<file path="config.mk">
export PLATFORM = sky130hd
export DESIGN_NAME = pipe_hazard_sched
export DESIGN_NICKNAME = d
export VERILOG_FILES = /design/src/rtl/pipe_hazard_sched.sv
export SDC_FILE = /design/constraint.sdc
export NUM_CORES = 1
export LEC_CHECK = 0
export CORE_UTILIZATION = 47
export CTS_CLUSTER_SIZE = 10
export DETAILED_ROUTE_END_ITERATION = 16
export GPL_TIMING_DRIVEN = 0
export MAX_ROUTING_LAYER = met4
export PLACE_DENSITY = 0.78
export SETUP_SLACK_MARGIN = 0.5
export SLEW_MARGIN = 30
export SYNTH_ARGS = -nofsm -noshare
export SYNTH_HDL_FRONTEND = slang
export SYNTH_SLANG_ARGS = --single-unit
</file>
<file path="constraint.sdc">
create_clock -name clk -period 2.3 [get_ports clk]
set_clock_uncertainty 0.05 [all_clocks]
set_input_delay 0.345 -clock clk [delete_from_list [all_inputs] [get_ports clk]]
set_output_delay 0.345 -clock clk [all_outputs]
set_load 0.005 [all_outputs]
</file>
<file path="src/rtl/pipe_hazard_sched.sv">
// Pipeline sequencer for the 5-stage MIPS core: load-use stalls, redirect squash,
// memory-wait freeze and a drain-then-halt sequence for BREAK, plus event counters.
module pipe_hazard_sched #(
  parameter int DRAIN_CYCLES = 4,
  parameter int CNT_W        = 16
) (
  input  logic             clk,
  input  logic             rst,
  input  logic             mem_wait,
  input  logic             id_valid,
  input  logic [4:0]       id_rs,
  input  logic [4:0]       id_rt,
  input  logic             id_uses_rs,
  input  logic             id_uses_rt,
  input  logic             id_break,
  input  logic             ex_memr,
  input  logic [4:0]       ex_wreg,
  input  logic             ex_redirect,
  output logic             pc_we,
  output logic             ifid_we,
  output logic             ifid_flush,
  output logic             idex_we,
  output logic             idex_flush,
  output logic             back_we,
  output logic             halt,
  output logic [1:0]       state,
  output logic [CNT_W-1:0] stall_cnt,
  output logic [CNT_W-1:0] flush_cnt
);

  localparam int DC_W = (DRAIN_CYCLES > 1) ? $clog2(DRAIN_CYCLES) : 1;
  localparam logic [DC_W-1:0] DC_LOAD = DC_W'(DRAIN_CYCLES - 1);

  typedef enum logic [1:0] {
    RUN    = 2'd0,
    DRAIN  = 2'd1,
    HALTED = 2'd2
  } st_t;

  st_t             st_q, st_d;
  logic [DC_W-1:0] dcnt_q, dcnt_d;
  logic [CNT_W-1:0] stall_q, flush_q;
  logic            halt_q;
  logic            lu;
  logic            stall_inc, flush_inc;

  // Saturating increment: counters stick at all-ones instead of wrapping.
  function automatic logic [CNT_W-1:0] sat_inc(input logic [CNT_W-1:0] v);
    return (&v) ? v : v + 1'b1;
  endfunction

  // Load-use hazard: a load in EX writes a register the ID instruction reads; $0 is exempt.
  always_comb begin
    lu = id_valid & ex_memr & (ex_wreg != 5'd0) &
         ((id_uses_rs & (id_rs == ex_wreg)) | (id_uses_rt & (id_rt == ex_wreg)));
  end

  // Next state and stage enables; everything is held at 0 while reset is asserted.
  always_comb begin
    st_d       = st_q;
    dcnt_d     = dcnt_q;
    stall_inc  = 1'b0;
    flush_inc  = 1'b0;
    pc_we      = 1'b0;
    ifid_we    = 1'b0;
    ifid_flush = 1'b0;
    idex_we    = 1'b0;
    idex_flush = 1'b0;
    back_we    = 1'b0;
    if (!rst) begin
      case (st_q)
        RUN: begin
          if (mem_wait) begin
            // full freeze: nothing moves, nothing counts
          end else if (ex_redirect) begin
            // anything in ID is wrong-path, including a BREAK or a load-use
            pc_we      = 1'b1;
            ifid_we    = 1'b1;
            ifid_flush = 1'b1;
            idex_we    = 1'b1;
            idex_flush = 1'b1;
            back_we    = 1'b1;
            flush_inc  = 1'b1;
          end else if (lu) begin
            idex_we    = 1'b1;
            idex_flush = 1'b1;
            back_we    = 1'b1;
            stall_inc  = 1'b1;
          end else if (id_valid && id_break) begin
            // BREAK never enters EX; front end holds while older work drains
            idex_we    = 1'b1;
            idex_flush = 1'b1;
            back_we    = 1'b1;
            st_d       = DRAIN;
            dcnt_d     = DC_LOAD;
          end else begin
            pc_we   = 1'b1;
            ifid_we = 1'b1;
            idex_we = 1'b1;
            back_we = 1'b1;
          end
        end
        DRAIN: begin
          if (!mem_wait) begin
            idex_we    = 1'b1;
            idex_flush = 1'b1;
            back_we    = 1'b1;
            if (dcnt_q == '0) st_d = HALTED;
            else              dcnt_d = dcnt_q - 1'b1;
          end
        end
        HALTED: begin
          // parked until reset
        end
        default: st_d = RUN;
      endcase
    end
  end

  // Control registers: FSM, drain counter, halt flag and saturating event counters.
  always_ff @(posedge clk or posedge rst) begin
    if (rst) begin
      st_q    <= RUN;
      dcnt_q  <= '0;
      halt_q  <= 1'b0;
      stall_q <= '0;
      flush_q <= '0;
    end else begin
      st_q   <= st_d;
      dcnt_q <= dcnt_d;
      halt_q <= (st_d == HALTED);
      if (stall_inc) stall_q <= sat_inc(stall_q);
      if (flush_inc) flush_q <= sat_inc(flush_q);
    end
  end

  assign state     = st_q;
  assign halt      = halt_q;
  assign stall_cnt = stall_q;
  assign flush_cnt = flush_q;

endmodule
</file>
==> metrics.json <==
{
  "global_route": {
    "largest_net_degree_at_the_start_of_global_routing": 28,
    "globalRoute.totalOverflow": 0,
    "first_pass_grt_wire_length_um": 8320,
    "grt_use_total_pct": 25.5,
    "antenna_violations_before_repair": 0,
    "grt_pass1_vias": 1765
  },
  "floorplanning": {
    "pin_count": 65,
    "dieWidth_um": 68.9,
    "chipHeight_um": 68.9,
    "die-area_um2": 4740,
    "start_util_pct": 50.7,
    "core_um2": 4140,
    "rows": 23
  },
  "logic_synthesis": {
    "synth.top_cells.by_area": "sky130_fd_sc_hd__dfrtp_1 (44%), sky130_fd_sc_hd__xnor2_1 (15%), sky130_fd_sc_hd__nand4_1 (4.8%), sky130_fd_sc_hd__nand3_1 (4.1%), sky130_fd_sc_hd__nor4_4 (2.0%)",
    "post_synth_and_or_nand_nor_area_fraction_pct": 24.4,
    "synth_area_leader_cell": "sky130_fd_sc_hd__dfrtp_1",
    "post_synth_inst_count": 193,
    "post_synth.cell_area_avg_um2": 10.9,
    "dominant_combinational_cell_family_by_area_after_synthesis": "simple AND/OR/NAND/NOR gates",
    "synth_ff_type": "sky130_fd_sc_hd__dfrtp_1",
    "synthMuxAreaShare_pct": 2.26,
    "synth-async-reset-ratio_pct": 100,
    "yosys_register_bits": 37,
    "ys_top_cells_by_count": "sky130_fd_sc_hd__dfrtp_1 (37), sky130_fd_sc_hd__xnor2_1 (35), sky130_fd_sc_hd__nand3_1 (17), sky130_fd_sc_hd__nand4_1 (16), sky130_fd_sc_hd__nand2_1 (11)",
    "synthMostInstantiatedCell": "sky130_fd_sc_hd__dfrtp_1",
    "synth_fa_ha_area_share_pct": 1.79,
    "synth.top_cell.area_share_pct": 44.1,
    "synthesis.area_um2": 2100,
    "synthXorXnorAreaFrac_pct": 16.3,
    "synth_enable_flop_cells": 0,
    "yosysUniqueCellTypes": 44,
    "syn_nets": 220,
    "synth_compound_area_share_pct": 7.74,
    "synthesis.yosys.warnings": 0,
    "ys_seq_area_share_pct": 44.1
  },
  "place": {
    "portBuffers": 64,
    "dpl-instance-area_um2": 2830,
    "hpwlAfterDp_um": 3380,
    "globalplace.congestion": 0.849,
    "dp_cells": 308
  },
  "setup_path": {
    "timing.critical_path.cells": "buf_8, or3_4, o311a_1, buf_6, and2_4, o31a_1, buf_2",
    "critical_path_end_type": "primary output",
    "cp_data_required_time_ns": 1.90,
    "crit_path_max_incr_delay_ns": 0.37,
    "timing.setup.critical_path_class": "primary input to primary output",
    "critical_path_peak_fanout": 3,
    "arrival_ns": 1.73,
    "setup.worst_path.start_class": "primary input",
    "critical-path-slowest-cell": "sky130_fd_sc_hd__or3_4"
  },
  "timing": {
    "slew_viol_final": 0,
    "setup-tns-final_ns": 0,
    "timing_worst_slew_pin_value_ns": 0.365,
    "relSlewSlack_pct": 75.5,
    "max_freq_mhz": 471,
    "finalCritPeriodShare_pct": 92.2,
    "finalSetupViolations": 0,
    "final_hold_slack_ns": 0.176,
    "report.final.hold_viol_count": 0,
    "grt_setup_unrepaired": "yes",
    "period_needed_ns": 2.12
  },
  "cts": {
    "htreeDepth": 2,
    "clkSinkCount": 37,
    "clock_path_buffers": 2,
    "clk-insertion-delay-late_ns": 0.30,
    "tritoncts": "built",
    "cts.reportedPaths.clkPinSlew_ns": 0.08,
    "cts_made_buffers": 5,
    "cts_root_buf": "sky130_fd_sc_hd__clkbuf_8"
  },
  "run": {
    "cap_violations": 0
  },
  "pwr": {
    "static-leakage-power_nw": 1.51,
    "power_mw": 2.04,
    "cellPowerDensity_nw_per_um2": 606,
    "peakVddDrop_uv": 386
  },
  "cells_and_area": {
    "stdcell_count": 350,
    "finalInstanceArea_um2": 3370,
    "design.final.nets": 326,
    "antenna-diode-count": 0,
    "areaGrowthSynthToFinish_pct": 60.5,
    "layout_cells_sized_above_1_pct": 31.3
  },
  "route": {
    "remaining_drc_errors": 0,
    "totalWireLength_um": 5640,
    "drt-wirelength-per-cell_um": 16.1,
    "first_pass_iters": 4,
    "number_of_vias_in_the_routed_layout": 1896,
    "drt-vias-per-instance": 5.42,
    "ant_nets": 0,
    "first_iter_violations": 109
  },
  "status": {
    "outcome": "finished clean"
  },
  "min_path": {
    "worst_hold_path_type": "primary input to asynchronous set/reset pin"
  }
}
[sequential cells by signal (all words and copies together), names as in the netlist]
signal     flops
stall_cnt     16
state          2
flush_cnt     16
dcnt_q         2
halt           1
[report_power, final]
group / leakage [nW] / internal (mW) / switching, mW
combinational: 0.941 / 0.322 / 0.251
sequential: 0.496 / 0.716 / 0.0762
clock: 0.0681 / 0.431 / 0.246
[cell families after synthesis]
| logic type | count (synthesis) |
|---|---|
| compound gates | 17 |
| flops | 37 |
| simple gates | 80 |
| fa+ha+maj | 3 |
| xor+xnor | 39 |
| mux | 4 |
| buf+inv | 13 |
[layer usage]
layer / track usage [%] / wire (um) / vias up
met1: 31.1 / 2410 / 928
met3: 4.28 / 234 / 11
li1: - / - / 906
met5: - / 0 / -
met4: 11.5 / 104 / 0
met2: 41.1 / 2890 / 51
[final timing paths]
path | start | cells after the start | to | slack, ns
worst max-delay path | ex_wreg[1] | 7 | idex_flush | 0.18
worst min-delay path | rst | 2 | flush_cnt[12] | 0.18
worst max register to register | stall_cnt[1] | 7 | stall_cnt[1] | 0.36
worst min register to register | flush_cnt[11] | 1 | flush_cnt[11] | 0.43
max in group asynchronous | rst | 3 | flush_cnt[0] | 1.60
min in group clk | flush_cnt[11] | 1 | flush_cnt[11] | 0.43
[area by class of cell]
cell class | count | area [um2]
Fill cell | 243 | 773
Clock inverter | 3 | 65.1
Tap cell | 50 | 62.6
Clock buffer | 5 | 68.8
Sequential cell | 37 | 928
Inverter | 8 | 30.0
Multi-Input combinational cell | 143 | 1250
Timing Repair Buffer | 99 | 913
Buffer | 5 | 52.6
[cells in the final DEF (no fill, tap or decap), types with 3 or more instances in the layout]
cell type,synthesis,routed
sky130_fd_sc_hd__clkdlybuf4s50_1,0,41
sky130_fd_sc_hd__dfrtp_1,37,35
sky130_fd_sc_hd__xnor2_1,35,33
sky130_fd_sc_hd__buf_4,2,27
sky130_fd_sc_hd__nand4_1,16,16
sky130_fd_sc_hd__buf_6,2,13
sky130_fd_sc_hd__dlygate4sd2_1,0,13
sky130_fd_sc_hd__nand2_1,11,11
sky130_fd_sc_hd__nand3_1,17,9
sky130_fd_sc_hd__inv_1,8,6
sky130_fd_sc_hd__nand3_2,0,6
sky130_fd_sc_hd__and3_1,6,5
sky130_fd_sc_hd__nor2_1,7,5
sky130_fd_sc_hd__clkbuf_8,0,5
sky130_fd_sc_hd__and4_1,4,4
sky130_fd_sc_hd__xor2_1,4,4
sky130_fd_sc_hd__buf_2,1,4
sky130_fd_sc_hd__nor4_4,2,3
[what timing repair did]
| item | CTS | global route |
|---|---|---|
| setup buffers | 29 | 5 |
| pin swaps | 31 | 35 |
| resized for setup | 71 | 26 |
| endpoints found under the setup margin | 33 | 34 |
| hold buffers | 0 | 0 |
[critical path: cells and delay by family]
family	cells	cell delay (ns)
and+or+nand+nor	2	0.50
AOI/OAI and AO/OA	2	0.53
buffers and inverters	3	0.35
[per-stage QoR]
step                      utilization, %  setup slack [ns]
after floorplan                        -             0.331
after CTS                           78.3             0.137
after global placement              67.9            -0.681
after detailed placement            68.4            -0.691
final                               81.3             0.179
after global routing                81.3             0.142
Note: power is estimated with default switching activity, not from simulation.
